**src/rtl/operand_lfsr_source_if.sv**
```systemverilog
// operand_lfsr_source_if: operand-pair stream plus run control between source and consumer
interface operand_lfsr_source_if #(
  parameter int WIDTH   = 8,
  parameter int COUNT_W = 8
);
  logic               start;
  logic [COUNT_W-1:0] num_pairs;
  logic               ready;
  logic               valid;
  logic [WIDTH-1:0]   a_out;
  logic [WIDTH-1:0]   b_out;
  logic [COUNT_W-1:0] pair_idx;
  logic               busy;
  logic               done;
  modport master (
    input  start, num_pairs, ready,
    output valid, a_out, b_out, pair_idx, busy, done
  );
  modport slave (
    output start, num_pairs, ready,
    input  valid, a_out, b_out, pair_idx, busy, done
  );
endinterface

```
**src/rtl/operand_lfsr_source.sv**
```systemverilog
// operand_lfsr_source: repeatable LFSR-driven (a,b) operand-pair generator with valid/ready output
module operand_lfsr_source #(
  parameter int          WIDTH   = 8,
  parameter logic [15:0] SEED_A  = 16'hACE1,
  parameter logic [15:0] SEED_B  = 16'h1D2B,
  parameter int          COUNT_W = 8
) (
  input logic                  clk,
  input logic                  rst_n,
  operand_lfsr_source_if.master bus
);
  localparam logic [15:0] L_SEED_A = (SEED_A == 16'h0) ? 16'h1 : SEED_A;
  localparam logic [15:0] L_SEED_B = (SEED_B == 16'h0) ? 16'h1 : SEED_B;
  typedef enum logic [1:0] {IDLE, RUN, DONE} state_t;
  state_t             r_state, w_next;
  logic [15:0]        r_lfsr_a, r_lfsr_b, w_step_a, w_step_b;
  logic [COUNT_W-1:0] r_count, r_idx;
  logic [WIDTH-1:0]   r_a, r_b;
  logic               w_load, w_xfer;
  function automatic logic [15:0] f_step(input logic [15:0] s);
    return (s >> 1) ^ (s[0] ? 16'hB400 : 16'h0000);
  endfunction
  assign w_step_a = f_step(r_lfsr_a);
  assign w_step_b = f_step(r_lfsr_b);
  // state register
  always_ff @(posedge clk or negedge rst_n)
    if (!rst_n) r_state <= IDLE;
    else        r_state <= w_next;
  // next state plus load/transfer strobes; start is only looked at in IDLE
  always_comb begin
    w_next = r_state;
    w_load = 1'b0;
    w_xfer = 1'b0;
    case (r_state)
      IDLE: if (bus.start) begin
        w_load = bus.num_pairs != '0;
        w_next = w_load ? RUN : DONE;
      end
      RUN: begin
        w_xfer = bus.ready;
        if (bus.ready && r_count == COUNT_W'(1)) w_next = DONE;
      end
      default: w_next = IDLE;
    endcase
  end
  // datapath: reseed on load, advance both LFSRs on every accepted pair
  always_ff @(posedge clk or negedge rst_n)
    if (!rst_n) begin
      r_lfsr_a <= L_SEED_A;
      r_lfsr_b <= L_SEED_B;
      r_count  <= '0;
      r_idx    <= '0;
      r_a      <= '0;
      r_b      <= '0;
    end else if (w_load) begin
      r_lfsr_a <= L_SEED_A;
      r_lfsr_b <= L_SEED_B;
      r_count  <= bus.num_pairs;
      r_idx    <= '0;
      r_a      <= L_SEED_A[WIDTH-1:0];
      r_b      <= L_SEED_B[WIDTH-1:0];
    end else if (w_xfer) begin
      r_lfsr_a <= w_step_a;
      r_lfsr_b <= w_step_b;
      r_count  <= r_count - COUNT_W'(1);
      r_idx    <= r_idx + COUNT_W'(1);
      r_a      <= w_step_a[WIDTH-1:0];
      r_b      <= w_step_b[WIDTH-1:0];
    end
  assign bus.valid    = r_state == RUN;
  assign bus.busy     = r_state == RUN;
  assign bus.done     = r_state == DONE;
  assign bus.a_out    = r_a;
  assign bus.b_out    = r_b;
  assign bus.pair_idx = r_idx;
endmodule

```
**src/flat_wrapper.sv**
```systemverilog
// flat-port wrapper written by rule: the top's interface ports become plain ports
module operand_lfsr_source_flat 
#(
  parameter int          WIDTH   = 8,
  parameter logic [15:0] SEED_A  = 16'hACE1,
  parameter logic [15:0] SEED_B  = 16'h1D2B,
  parameter int          COUNT_W = 8
)
  (clk, rst_n, bus_start, bus_num_pairs, bus_ready, bus_valid, bus_a_out, bus_b_out, bus_pair_idx, bus_busy, bus_done);
  operand_lfsr_source_if #(.WIDTH(WIDTH), .COUNT_W(COUNT_W)) bus_i ();
  input logic clk;
  input logic rst_n;
  input wire logic [$bits(bus_i.start)-1:0] bus_start;
  input wire logic [$bits(bus_i.num_pairs)-1:0] bus_num_pairs;
  input wire logic [$bits(bus_i.ready)-1:0] bus_ready;
  output wire logic [$bits(bus_i.valid)-1:0] bus_valid;
  output wire logic [$bits(bus_i.a_out)-1:0] bus_a_out;
  output wire logic [$bits(bus_i.b_out)-1:0] bus_b_out;
  output wire logic [$bits(bus_i.pair_idx)-1:0] bus_pair_idx;
  output wire logic [$bits(bus_i.busy)-1:0] bus_busy;
  output wire logic [$bits(bus_i.done)-1:0] bus_done;
  assign bus_i.start = bus_start;
  assign bus_i.num_pairs = bus_num_pairs;
  assign bus_i.ready = bus_ready;
  assign bus_valid = bus_i.valid;
  assign bus_a_out = bus_i.a_out;
  assign bus_b_out = bus_i.b_out;
  assign bus_pair_idx = bus_i.pair_idx;
  assign bus_busy = bus_i.busy;
  assign bus_done = bus_i.done;
  operand_lfsr_source #(.WIDTH(WIDTH), .SEED_A(SEED_A), .SEED_B(SEED_B), .COUNT_W(COUNT_W)) u_core (.clk(clk), .rst_n(rst_n), .bus(bus_i));
endmodule
```
**config.mk**
```make
export PLATFORM = sky130hd
export DESIGN_NAME = operand_lfsr_source_flat
export DESIGN_NICKNAME = d
export VERILOG_FILES = /design/src/rtl/operand_lfsr_source_if.sv /design/src/rtl/operand_lfsr_source.sv /design/src/flat_wrapper.sv
export SDC_FILE = /design/constraint.sdc
export NUM_CORES = 1
export LEC_CHECK = 0
export BUFFER_PORTS_ARGS = -buffer_cell sky130_fd_sc_hd__clkbuf_2
export CAP_MARGIN = 0
export CORE_MARGIN = 4
export CORE_UTILIZATION = 51
export DETAILED_ROUTE_END_ITERATION = 8
export HOLD_SLACK_MARGIN = 0.1
export PLACE_DENSITY = 0.71
export SLEW_MARGIN = 25
export SYNTH_ARGS = -nofsm -noshare
export SYNTH_HDL_FRONTEND = slang
export SYNTH_SLANG_ARGS = --single-unit
```
**constraint.sdc**
```tcl
create_clock -name clk -period 1.49 [get_ports clk]
set_input_delay 0.298 -clock clk [delete_from_list [all_inputs] [get_ports clk]]
set_output_delay 0.298 -clock clk [all_outputs]
set_load 0.01 [all_outputs]
```
==> flow_metrics.tcl, run 1 <==
set metrics [dict create \
    grt_pass1_wl_um 9750 \
    htreeDepth 3 \
    die_height_um 79.6 \
    cp.arrival_ps 1790 \
    syn_to_final_growth_pct 27.8 \
    rows 25 \
    finalCriticalPeriod_ps 1520 \
    dieArea_mm2 0.00634 \
    synth-main-ff-cell "dfrtp_1" \
    yosys.cell_count.top_type "dfrtp_1" \
    synth-xor-area-share_pct 3.35 \
    drive_above_1_share_pct 44.9 \
    drv_slew 0 \
    clock_skew_ps 6.05 \
    cts_tree "built" \
    async_flop_share_pct 100 \
    drt_iter0_drc 103 \
    nFillCells 370 \
    grt_pass1_vias 1927 \
    ys_top_cells_by_area "dfrtp_1 40%, dfstp_2 16%, nand2_1 5.9%, a22o_1 5.7%, buf_4 3.2%" \
    whs_ps 209 \
    io_pins 39 \
    synth_area_leader_cell "dfrtp_1" \
    seq_area_mm2 0.00147 \
    reg2regPathDepth 6 \
    worstHoldPathType "input pin to flip-flop" \
    multi_input_area_mm2 0.00107 \
    antenna_found_initial 0 \
    ys_top_cells_by_count "42 x dfrtp_1, 41 x nand2_1, 17 x a22o_1, 16 x dfstp_2, 11 x buf_4" \
    io_buffers 38 \
    path_cells "nor3b_4 -> a21boi_4 -> buf_12 -> nand2b_4 -> buf_4 -> a2bb2oi_2" \
    synthDistinctLibCells 51 \
    ys_ff_latch 58 \
    setup_viol 8 \
    root_buffer "clkbuf_8" \
    worstSetupEndpointType "flip-flop" \
    crit_path_start_kind "flip-flop" \
    fin_crit_sh_pct 102 \
    hold_viol 0 \
    timing.critical_path.buf_inv 2 \
    fmax_ghz 0.658 \
    viasPerCell 5.46 \
    wire_per_inst_um 16.7 \
    synthAdderAreaFrac_pct 1.43 \
    grt_max_degree 50 \
    path_max_fanout 6 \
    worst_slew_pin_slew_ps 462 \
    outcome "complete, but fails checks" \
    gp_congestion 0.837 \
    rsz0062_at_grt "true" \
    cp_slowest_cell "dfrtp_2" \
    whs_path_depth 3 \
    start_util_pct 54.0 \
    clk_pin_slew_ps 60 \
    crit_family "flip-flops" \
    drt-total-wl_um 5990 \
    pwr_density_cell_mw_per_mm2 2160 \
    synth_top_family_by_area "compound AO/OA/AOI/OAI gates" \
    clk_latency_ps 330 \
    finalNetCount 302 \
    synth.yosys.seq_area_share_pct 56.2 \
    cts.sinks 58 \
    critical_path_class "flip-flop to flip-flop" \
    required_ps 1760 \
    synth-simple-area-share_pct 14.5 \
    max_stage_delay_ps 440 \
    worst_ir_drop_vdd_mv 1.06 \
    synth_edf_count 0 \
    grt-ovfl-total 0 \
    synth_top_area_share_pct 40.2 \
    synthCells 226 \
    setup_ws_ps -30.0 \
    max_slew_margin_pct 69.2 \
    num_vias 1959 \
    drc_errors 0 \
    syn_area_mm2 0.00262 \
    numCtsBuffers 9 \
    violations "negative setup slack" \
    syn_nets 241 \
    path_depth 6 \
    detail-route-antenna-nets 0 \
    antenna_cells 0 \
    ys_warn_count 0 \
    dp_hpwl_um 3700 \
    grt.total_usage_pct 20.7 \
    cap_violations 0 \
    dr.pass1.iters 4 \
    core_mm2 0.00485 \
    die_width_um 79.6 \
    synthMuxAreaShare_pct 0.382 \
    cts_buffer_depth 2 \
    synth_compound_area_share_pct 17.9 \
    power_leakage_uw 0.00157 \
    fin_tns_setup_ps -132 \
    synth.avg_cell_area_um2 11.6 \
]
-- routing by layer --
metal | vias up | wire, um | GRT usage (%) | share of wire (%)
li1 | 923 | - | - | -
met1 | 980 | 2780 | 27.3 | 46
met2 | 48 | 2900 | 32.6 | 48
met3 | 8 | 239 | 6.43 | 4.0
met4 | 0 | 68 | 6.70 | 1.1
met5 | - | 0 | 0 | 0
-- worst min-delay path: stages --
cell      delay [ps]
clkbuf_2         100
a32oi_1           50
nand2_1           50
-- through the flow --
stage	instances	total power [uW]	worst slack, ps	area, um2	util, %
final	359	7240	-30.0	3340	69.0
after floorplan	226	4620	-5.41	2620	-
after detailed placement	335	5400	-95.5	2980	61.4
after global placement	335	5310	-60.1	2980	61.4
after global routing	359	7720	-106	3340	69.0
after CTS	356	7150	-49.0	3270	67.4
-- final cells by class --
class                   count  share of cell area, %
flip-flops and latches     58                   44.1
repair buffers             68                   14.3
multi-input cells         144                   31.9
well taps                  67                   2.51
clock buffers              11                   4.23
inverters                   6                  0.673
clock inverters             5                   2.32
-- power breakdown --
group          total [uW]  internal [uW]  switching (uW)  leakage (uW)
Sequential           3020           2430             592      0.000692
Combinational        2620           1310            1310      0.000772
Clock                1590            981             607      0.000109
-- cell usage in the layout, fill, tap and decap left out, types with 2 or more instances in the layout --
| master | synthesis | layout |
|---|---|---|
| nand2_1 | 41 | 41 |
| dfrtp_1 | 42 | 40 |
| clkbuf_2 | 0 | 37 |
| buf_4 | 11 | 23 |
| a22o_1 | 17 | 17 |
| dfstp_2 | 16 | 16 |
| clkbuf_8 | 0 | 10 |
| a21oi_1 | 10 | 7 |
| inv_1 | 6 | 5 |
| xor2_1 | 5 | 5 |
| a2bb2oi_2 | 4 | 5 |
| xnor2_1 | 5 | 5 |
| nand4_1 | 4 | 4 |
| o21ai_0 | 5 | 4 |
| nor2_2 | 0 | 4 |
| o22a_1 | 4 | 4 |
| buf_12 | 0 | 4 |
| a21oi_2 | 0 | 3 |
| nor2_1 | 5 | 3 |
| nor4_2 | 2 | 2 |
| or3_1 | 3 | 2 |
| nand2b_4 | 1 | 2 |
| a32oi_1 | 2 | 2 |
| nand3_1 | 2 | 2 |
| nor3_2 | 1 | 2 |
| ha_1 | 3 | 2 |
| clkinv_2 | 0 | 2 |
| bufinv_16 | 0 | 2 |
| dfrtp_2 | 0 | 2 |
-- logic make-up after synthesis --
logic type	count (synthesis)
AND/OR/NAND/NOR	71
flip-flops	58
AO/OA/AOI/OAI	56
buffers and inverters	27
XOR/XNOR	10
adder cells (fa/ha/maj)	3
multiplexers	1
-- what timing repair did --
item / 4_1_cts / 5_1_grt
buffers inserted: 1 / 3
pin swaps: 1 / 5
endpoints found under the setup margin: 15 / 40
cloned: 3 / 0
endpoints found under the hold margin: 7 / 0
hold buffers: 1 / 0
resized for setup: 5 / 17
-- sequential cells by signal, summed over array words and instances (netlist names) --
signal	count
u_core.bus.a_out	8
u_core.bus.pair_idx	8
u_core.r_lfsr_a	12
u_core.r_count	8
u_core.r_lfsr_b	13
u_core.bus.b_out	7
u_core.r_state	2
-- final timing paths --
check	start	end	slack [ps]
max in group asynchronous	rst_n	u_core.r_lfsr_a[15]$_DFFE_PN1P_	500
max	u_core.r_state[0]$_DFFE_PN0P_	u_core.r_lfsr_a[13]$_DFFE_PN1P_	-30
min in group asynchronous	rst_n	u_core.r_count[7]$_DFFE_PN0P_	380
min	bus_num_pairs[7]	u_core.r_count[7]$_DFFE_PN0P_	210
max reg2reg	u_core.r_state[0]$_DFFE_PN0P_	u_core.r_lfsr_a[13]$_DFFE_PN1P_	-30
min reg2reg	u_core.r_lfsr_b[3]$_DFFE_PN1P_	u_core.r_lfsr_b[3]$_DFFE_PN1P_	460
Power figures use the tool's default switching activity.
==> run 2, diff against run 1 <==
--- a/config.mk
+++ b/config.mk
@@ -7,11 +7,10 @@
 export LEC_CHECK = 0
 export BUFFER_PORTS_ARGS = -buffer_cell sky130_fd_sc_hd__clkbuf_2
 export CAP_MARGIN = 0
-export CORE_MARGIN = 4
 export CORE_UTILIZATION = 51
 export DETAILED_ROUTE_END_ITERATION = 8
 export HOLD_SLACK_MARGIN = 0.1
-export PLACE_DENSITY = 0.71
+export PLACE_DENSITY_LB_ADDON = 0.25
 export SLEW_MARGIN = 25
 export SYNTH_ARGS = -nofsm -noshare
 export SYNTH_HDL_FRONTEND = slang
==> run 2 against run 1 <==
The run still ends with negative setup slack left. Worst hold slack gained 32 ps. Non-clock buffer count shrank 2. Final cell count down 0.84%. Count of clock-buffer cells in the layout shrank 1. Cell area down 1.5%. Critical path type unchanged. Critical endpoint is now u_core.r_count[6]$_DFFE_PN0P_. Largest cell class unchanged. Highest routed layer unchanged.
==> flow_metrics.tcl, run 2 (synthesized netlist as in run 1, its figures left out) <==
set metrics [dict create \
    outcome "complete, but fails checks" \
    violations "negative setup slack" \
    cp.arrival_ps 1730 \
    whs_ps 241 \
    io_pins 39 \
    setup_viol 4 \
    seq_area_mm2 0.00147 \
    wire_per_inst_um 15.7 \
    viasPerCell 5.52 \
    drv_slew 0 \
    clock_skew_ps 9.77 \
    core_mm2 0.00482 \
    dp_hpwl_um 3620 \
    num_vias 1965 \
    finalNetCount 299 \
    syn_to_final_growth_pct 25.8 \
    rows 25 \
    crit_path_start_kind "flip-flop" \
    hold_viol 0 \
    top_regs "u_core.r_lfsr_b: 13 flops, u_core.r_lfsr_a: 12 flops" \
    root_buffer "clkbuf_8" \
    required_ps 1680 \
    design_area_mm2 0.00329 \
    worstSetupEndpointType "flip-flop" \
    largest_reg_flops 13 \
    clk_latency_ps 340 \
    placedCellCount 336 \
    multi_input_area_mm2 0.00102 \
    r2r_slack_ps -60 \
    grt-ovfl-total 0 \
    rsz0062_at_grt "true" \
    worstHoldPathType "input pin to flip-flop" \
    dieArea_mm2 0.00542 \
    die_width_um 73.6 \
    reg2reg_from "u_core.r_count[3]$_DFFE_PN0P_" \
    antenna_found_initial 0 \
    cts_buffer_depth 2 \
    htreeDepth 3 \
    power_leakage_uw 0.00156 \
    worst_slew_pin_slew_ps 450 \
    max_slew_margin_pct 70.0 \
    clk_pin_slew_ps 70 \
    timing.critical_path.buf_inv 1 \
    grt_max_degree 59 \
    critical_path_class "flip-flop to flip-flop" \
    io_buffers 38 \
    nFillCells 389 \
    antenna_cells 0 \
    cts.sinks 58 \
    reg2regPathDepth 4 \
    gp_congestion 0.815 \
    worst_ir_drop_vdd_mv 1.17 \
    dr.pass1.iters 4 \
    drt-total-wl_um 5610 \
    whs_endpoint "u_core.r_count[1]$_DFFE_PN0P_" \
    fin_crit_sh_pct 104 \
    grt.total_usage_pct 22.5 \
    pwr_density_cell_mw_per_mm2 2170 \
    cap_violations 0 \
    whs_path_depth 3 \
    grt_pass1_vias 1897 \
    grt_pass1_wl_um 8960 \
    cts_tree "built" \
    crit_family "compound AO/OA/AOI/OAI gates" \
    finalCriticalPeriod_ps 1550 \
    cp_slowest_cell "dfrtp_1" \
    start_util_pct 54.3 \
    layout.cells.most_common "nand2_1" \
    path_max_fanout 3 \
    final_cell_mix "41 x nand2_1, 40 x dfrtp_1, 37 x clkbuf_2, 19 x buf_4, 17 x a22o_1" \
    fin_cells 356 \
    path_cells "or3_4 -> buf_4 -> o311ai_0 -> o211ai_1" \
    regToRegEndpoint "u_core.r_count[6]$_DFFE_PN0P_" \
    numCtsBuffers 9 \
    setup_ws_ps -56.3 \
    postLayoutCoreUtil_pct 68.4 \
    regMostFlops "u_core.r_lfsr_b" \
    max_stage_delay_ps 400 \
    drive_above_1_share_pct 41.9 \
    post_dp_cell_area_mm2 0.00300 \
    hold_start "bus_num_pairs[1]" \
    detail-route-antenna-nets 0 \
    drt_iter0_drc 115 \
    drc_errors 0 \
    fmax_ghz 0.647 \
    die_height_um 73.6 \
]
[run 2: cell count changes in the layout (fill, tap and decap cells not counted), moves of 2 or more]
cell     delta
buf_4       -4
a21oi_1     +3
a21oi_2     -3
nor2_1      +2
nor2_2      -2
[run 2: per-stage QoR]
step / worst slack, ps / TNS (ps) / power (uW)
final: -56.3 / -114 / 7160
after global routing: -74.4 / -803 / 7570
after floorplan: -5.41 / -9.55 / 4620
after CTS: -51.2 / -173 / 7160
after global placement: -59.2 / -730 / 5370
after detailed placement: -99.3 / -1590 / 5470
[run 2: how the worst max path moves through the flow]
stage	from	endpoint	slack, ps	depth (start not counted)
6_report	u_core.r_count[3]$_DFFE_PN0P_	u_core.r_count[6]$_DFFE_PN0P_	-60	4
5_1_grt	u_core.r_state[0]$_DFFE_PN0P_	u_core.r_count[2]$_DFFE_PN0P_	-70	5
4_1_cts	u_core.r_state[1]$_DFFE_PN0P_	u_core.r_count[2]$_DFFE_PN0P_	-50	5
3_5_place_dp	bus_num_pairs[4]	u_core.r_lfsr_b[13]$_DFFE_PN0P_	-100	6
3_3_place_gp	bus_num_pairs[4]	u_core.r_count[2]$_DFFE_PN0P_	-60	6
2_1_floorplan	u_core.r_state[1]$_DFFE_PN0P_	u_core.r_count[5]$_DFFE_PN0P_	-5	4
[run 2: metal layers]
layer	track usage, %	share of wire [%]	up-vias
li1	-	-	923
met5	0	0	-
met3	7.27	4.0	5
met4	7.91	1.1	0
met2	36.3	49	54
met1	28.7	46	983
[run 2: repair_timing]
action / in CTS / in global routing
pin swaps: 8 / 3
resized for setup: 8 / 5
setup endpoints to repair: 22 / 29
cloned: 2 / 0
setup buffers: 1 / 0
hold buffers: 1 / 0
endpoints found under the hold margin: 42 / 0
[run 2: worst reg2reg max path, delay by kind of cell (launching register included)]
| family | cells | cell delay, ps |
|---|---|---|
| DFF | 1 | 400 |
| AOI/OAI and AO/OA | 2 | 440 |
| and+or+nand+nor | 1 | 400 |
| buffers and inverters | 1 | 150 |
[run 2: power breakdown]
part / internal [uW] / switching, uW
Clock: 932 / 613
Sequential: 2430 / 563
Combinational: 1330 / 1280
Total: 4700 / 2460
[run 2: area by class of cell]
cell class              instances  share of cell area, %
flip-flops and latches         58                   44.8
clock buffers                  10                   3.88
multi-input cells             143                   31.0
well taps                      67                   2.55
clock inverters                 6                   2.51
repair buffers                 66                   14.6
inverters                       6                  0.684
==> run 3, diff against run 2 <==
--- a/config.mk
+++ b/config.mk
@@ -10,8 +10,9 @@
 export CORE_UTILIZATION = 51
 export DETAILED_ROUTE_END_ITERATION = 8
 export HOLD_SLACK_MARGIN = 0.1
-export PLACE_DENSITY_LB_ADDON = 0.25
+export PLACE_DENSITY = 0.75
 export SLEW_MARGIN = 25
 export SYNTH_ARGS = -nofsm -noshare
 export SYNTH_HDL_FRONTEND = slang
 export SYNTH_SLANG_ARGS = --single-unit
+export TNS_END_PERCENT = 5
==> run 3 against run 2 <==
The flow still finishes with violations (negative setup slack). Clock skew about the same. Sequential cell count unchanged. Final cell count fell by 1.1%. Clock power about the same. Count of clock-buffer cells in the layout unchanged. Die area unchanged. Power fell by 2.3%. Combinational power decreased by 6%. Critical path type unchanged. Largest power group unchanged.
==> flow_metrics.tcl, run 3 (synthesized netlist as in run 1, its figures left out) <==
set metrics [dict create \
    outcome "complete, but fails checks" \
    violations "negative setup slack" \
    regMostFlops "u_core.r_lfsr_b" \
    grt.total_usage_pct 21.3 \
    dr.pass1.iters 4 \
    drv_slew 0 \
    syn_to_final_growth_pct 23.6 \
    max_stage_delay_ps 440 \
    clk_pin_slew_ps 60 \
    rsz0062_at_grt "true" \
    grt_pass1_vias 1803 \
    pwr_density_cell_mw_per_mm2 2160 \
    top_regs "u_core.r_lfsr_b: 13 flops, u_core.r_lfsr_a: 12 flops" \
    drc_errors 0 \
    grt_max_degree 59 \
    path_cells "nor3b_4 -> a21boi_4 -> nand2b_4 -> buf_12 -> a2bb2oi_2" \
    hold_viol 0 \
    grt_pass1_wl_um 8490 \
    cap_violations 0 \
    power_leakage_uw 0.00154 \
    worstSetupEndpointType "flip-flop" \
    clock_skew_ps 10.1 \
    setup_viol 22 \
    clk_latency_ps 330 \
    r2r_slack_ps -40 \
    core_mm2 0.00482 \
    path_max_fanout 7 \
    whs_path_depth 3 \
    root_buffer "clkbuf_8" \
    total_power_uw 6990 \
    whs_endpoint "u_core.r_count[5]$_DFFE_PN0P_" \
    fin_crit_sh_pct 103 \
    die_height_um 73.6 \
    dp_hpwl_um 3540 \
    place_ws_ps -101 \
    detail-route-antenna-nets 0 \
    finalNetCount 295 \
    cp.arrival_ps 1790 \
    crit_path_start_kind "flip-flop" \
    worst_ir_drop_vdd_mv 1.03 \
    timing.critical_path.buf_inv 1 \
    layout.cells.most_common "nand2_1" \
    cts.sinks 58 \
    reg2reg_from "u_core.r_state[0]$_DFFE_PN0P_" \
    critical_path_class "flip-flop to flip-flop" \
    io_pins 39 \
    worst_slew_pin_slew_ps 422 \
    cp_slowest_cell "dfrtp_2" \
    dieArea_mm2 0.00542 \
    largest_reg_flops 13 \
    cts_buffer_depth 2 \
    crit_family "simple AND/OR/NAND/NOR gates" \
    drt_iter0_drc 103 \
    drt-total-wl_um 5380 \
    htreeDepth 3 \
    numCtsBuffers 9 \
    antenna_cells 0 \
    worstHoldPathType "input pin to flip-flop" \
    wire_per_inst_um 15.3 \
    max_slew_margin_pct 71.9 \
    setup_ws_ps -42.8 \
    io_buffers 38 \
    final_cell_mix "41 x nand2_1, 40 x dfrtp_1, 37 x clkbuf_2, 19 x buf_4, 17 x a22o_1" \
    gp_congestion 0.901 \
    start_util_pct 54.3 \
    antenna_found_initial 0 \
    viasPerCell 5.42 \
    regToRegEndpoint "u_core.r_lfsr_b[12]$_DFFE_PN1P_" \
    fmax_ghz 0.652 \
    finalCriticalPeriod_ps 1530 \
    hold_start "bus_num_pairs[5]" \
    drive_above_1_share_pct 40.4 \
    whs_ps 236 \
    grt-ovfl-total 0 \
    rows 25 \
    cts_tree "built" \
    reg2regPathDepth 5 \
    num_vias 1907 \
    die_width_um 73.6 \
    required_ps 1740 \
]
[run 3: cell count changes in the layout (fill, tap and decap cells not counted), sizes merged]
cell,previous run,this run
buf,28,25
nor2,8,7
[run 3: what timing repair did]
| action | 4_1_cts | 5_1_grt |
|---|---|---|
| resized for setup | 3 | 6 |
| setup endpoints to repair | 7 | 48 |
| pin swaps | 0 | 7 |
| buffers inserted | 2 | 1 |
| hold buffers | 1 | 0 |
| gates cloned | 0 | 1 |
| hold endpoints to repair | 42 | 0 |
[run 3: how the worst max path moves through the flow]
stage / cells past startpoint / to / startpoint
final: 5 / u_core.r_lfsr_b[12]$_DFFE_PN1P_ / u_core.r_state[0]$_DFFE_PN0P_
after global routing: 6 / u_core.r_count[4]$_DFFE_PN0P_ / u_core.r_state[0]$_DFFE_PN0P_
after CTS: 4 / u_core.r_count[2]$_DFFE_PN0P_ / u_core.r_state[1]$_DFFE_PN0P_
after detailed placement: 6 / u_core.r_count[2]$_DFFE_PN0P_ / bus_num_pairs[4]
after global placement: 6 / u_core.r_count[2]$_DFFE_PN0P_ / bus_num_pairs[4]
after floorplan: 4 / u_core.r_count[5]$_DFFE_PN0P_ / u_core.r_state[1]$_DFFE_PN0P_
[run 3: report_power, final]
| part | internal, uW | switching [uW] |
|---|---|---|
| clock | 932 | 586 |
| sequential | 2430 | 579 |
| combinational | 1230 | 1220 |
| total | 4600 | 2390 |
[run 3: cell type report]
class	instances	area (um2)
Timing Repair Buffer	63	434
Tap cell	67	83.8
Multi-Input combinational cell	142	1010
Inverter	6	22.5
Sequential cell	58	1470
Fill cell	369	1580
Clock buffer	10	128
Clock inverter	6	82.6
[run 3: per-stage QoR]
| stage | instance area [um2] | utilization (%) | setup TNS [ps] | std cells |
|---|---|---|---|---|
| global placement | 2960 | 61.5 | -564 | 331 |
| floorplan | 2620 | - | -9.55 | 226 |
| global route | 3230 | 67.1 | -2210 | 352 |
| finish | 3230 | 67.1 | -514 | 352 |
| detailed placement | 2960 | 61.5 | -1490 | 331 |
| CTS | 3210 | 66.6 | -34.9 | 350 |
[run 3: routing by layer]
layer / GRT usage (%) / part of all wire [%] / vias to the layer above
met5: 0 / 0 / -
met4: 10.3 / 1.1 / 0
met3: 4.94 / 4.0 / 4
met2: 33.7 / 49 / 52
met1: 27.7 / 46 / 943
li1: - / - / 908
[run 3: worst reg2reg max path: stages, from the launching register on]
cell       delay, ps
dfrtp_2          440
nor3b_4          240
a21boi_4         290
nand2b_4         230
buf_12           130
a2bb2oi_2        130
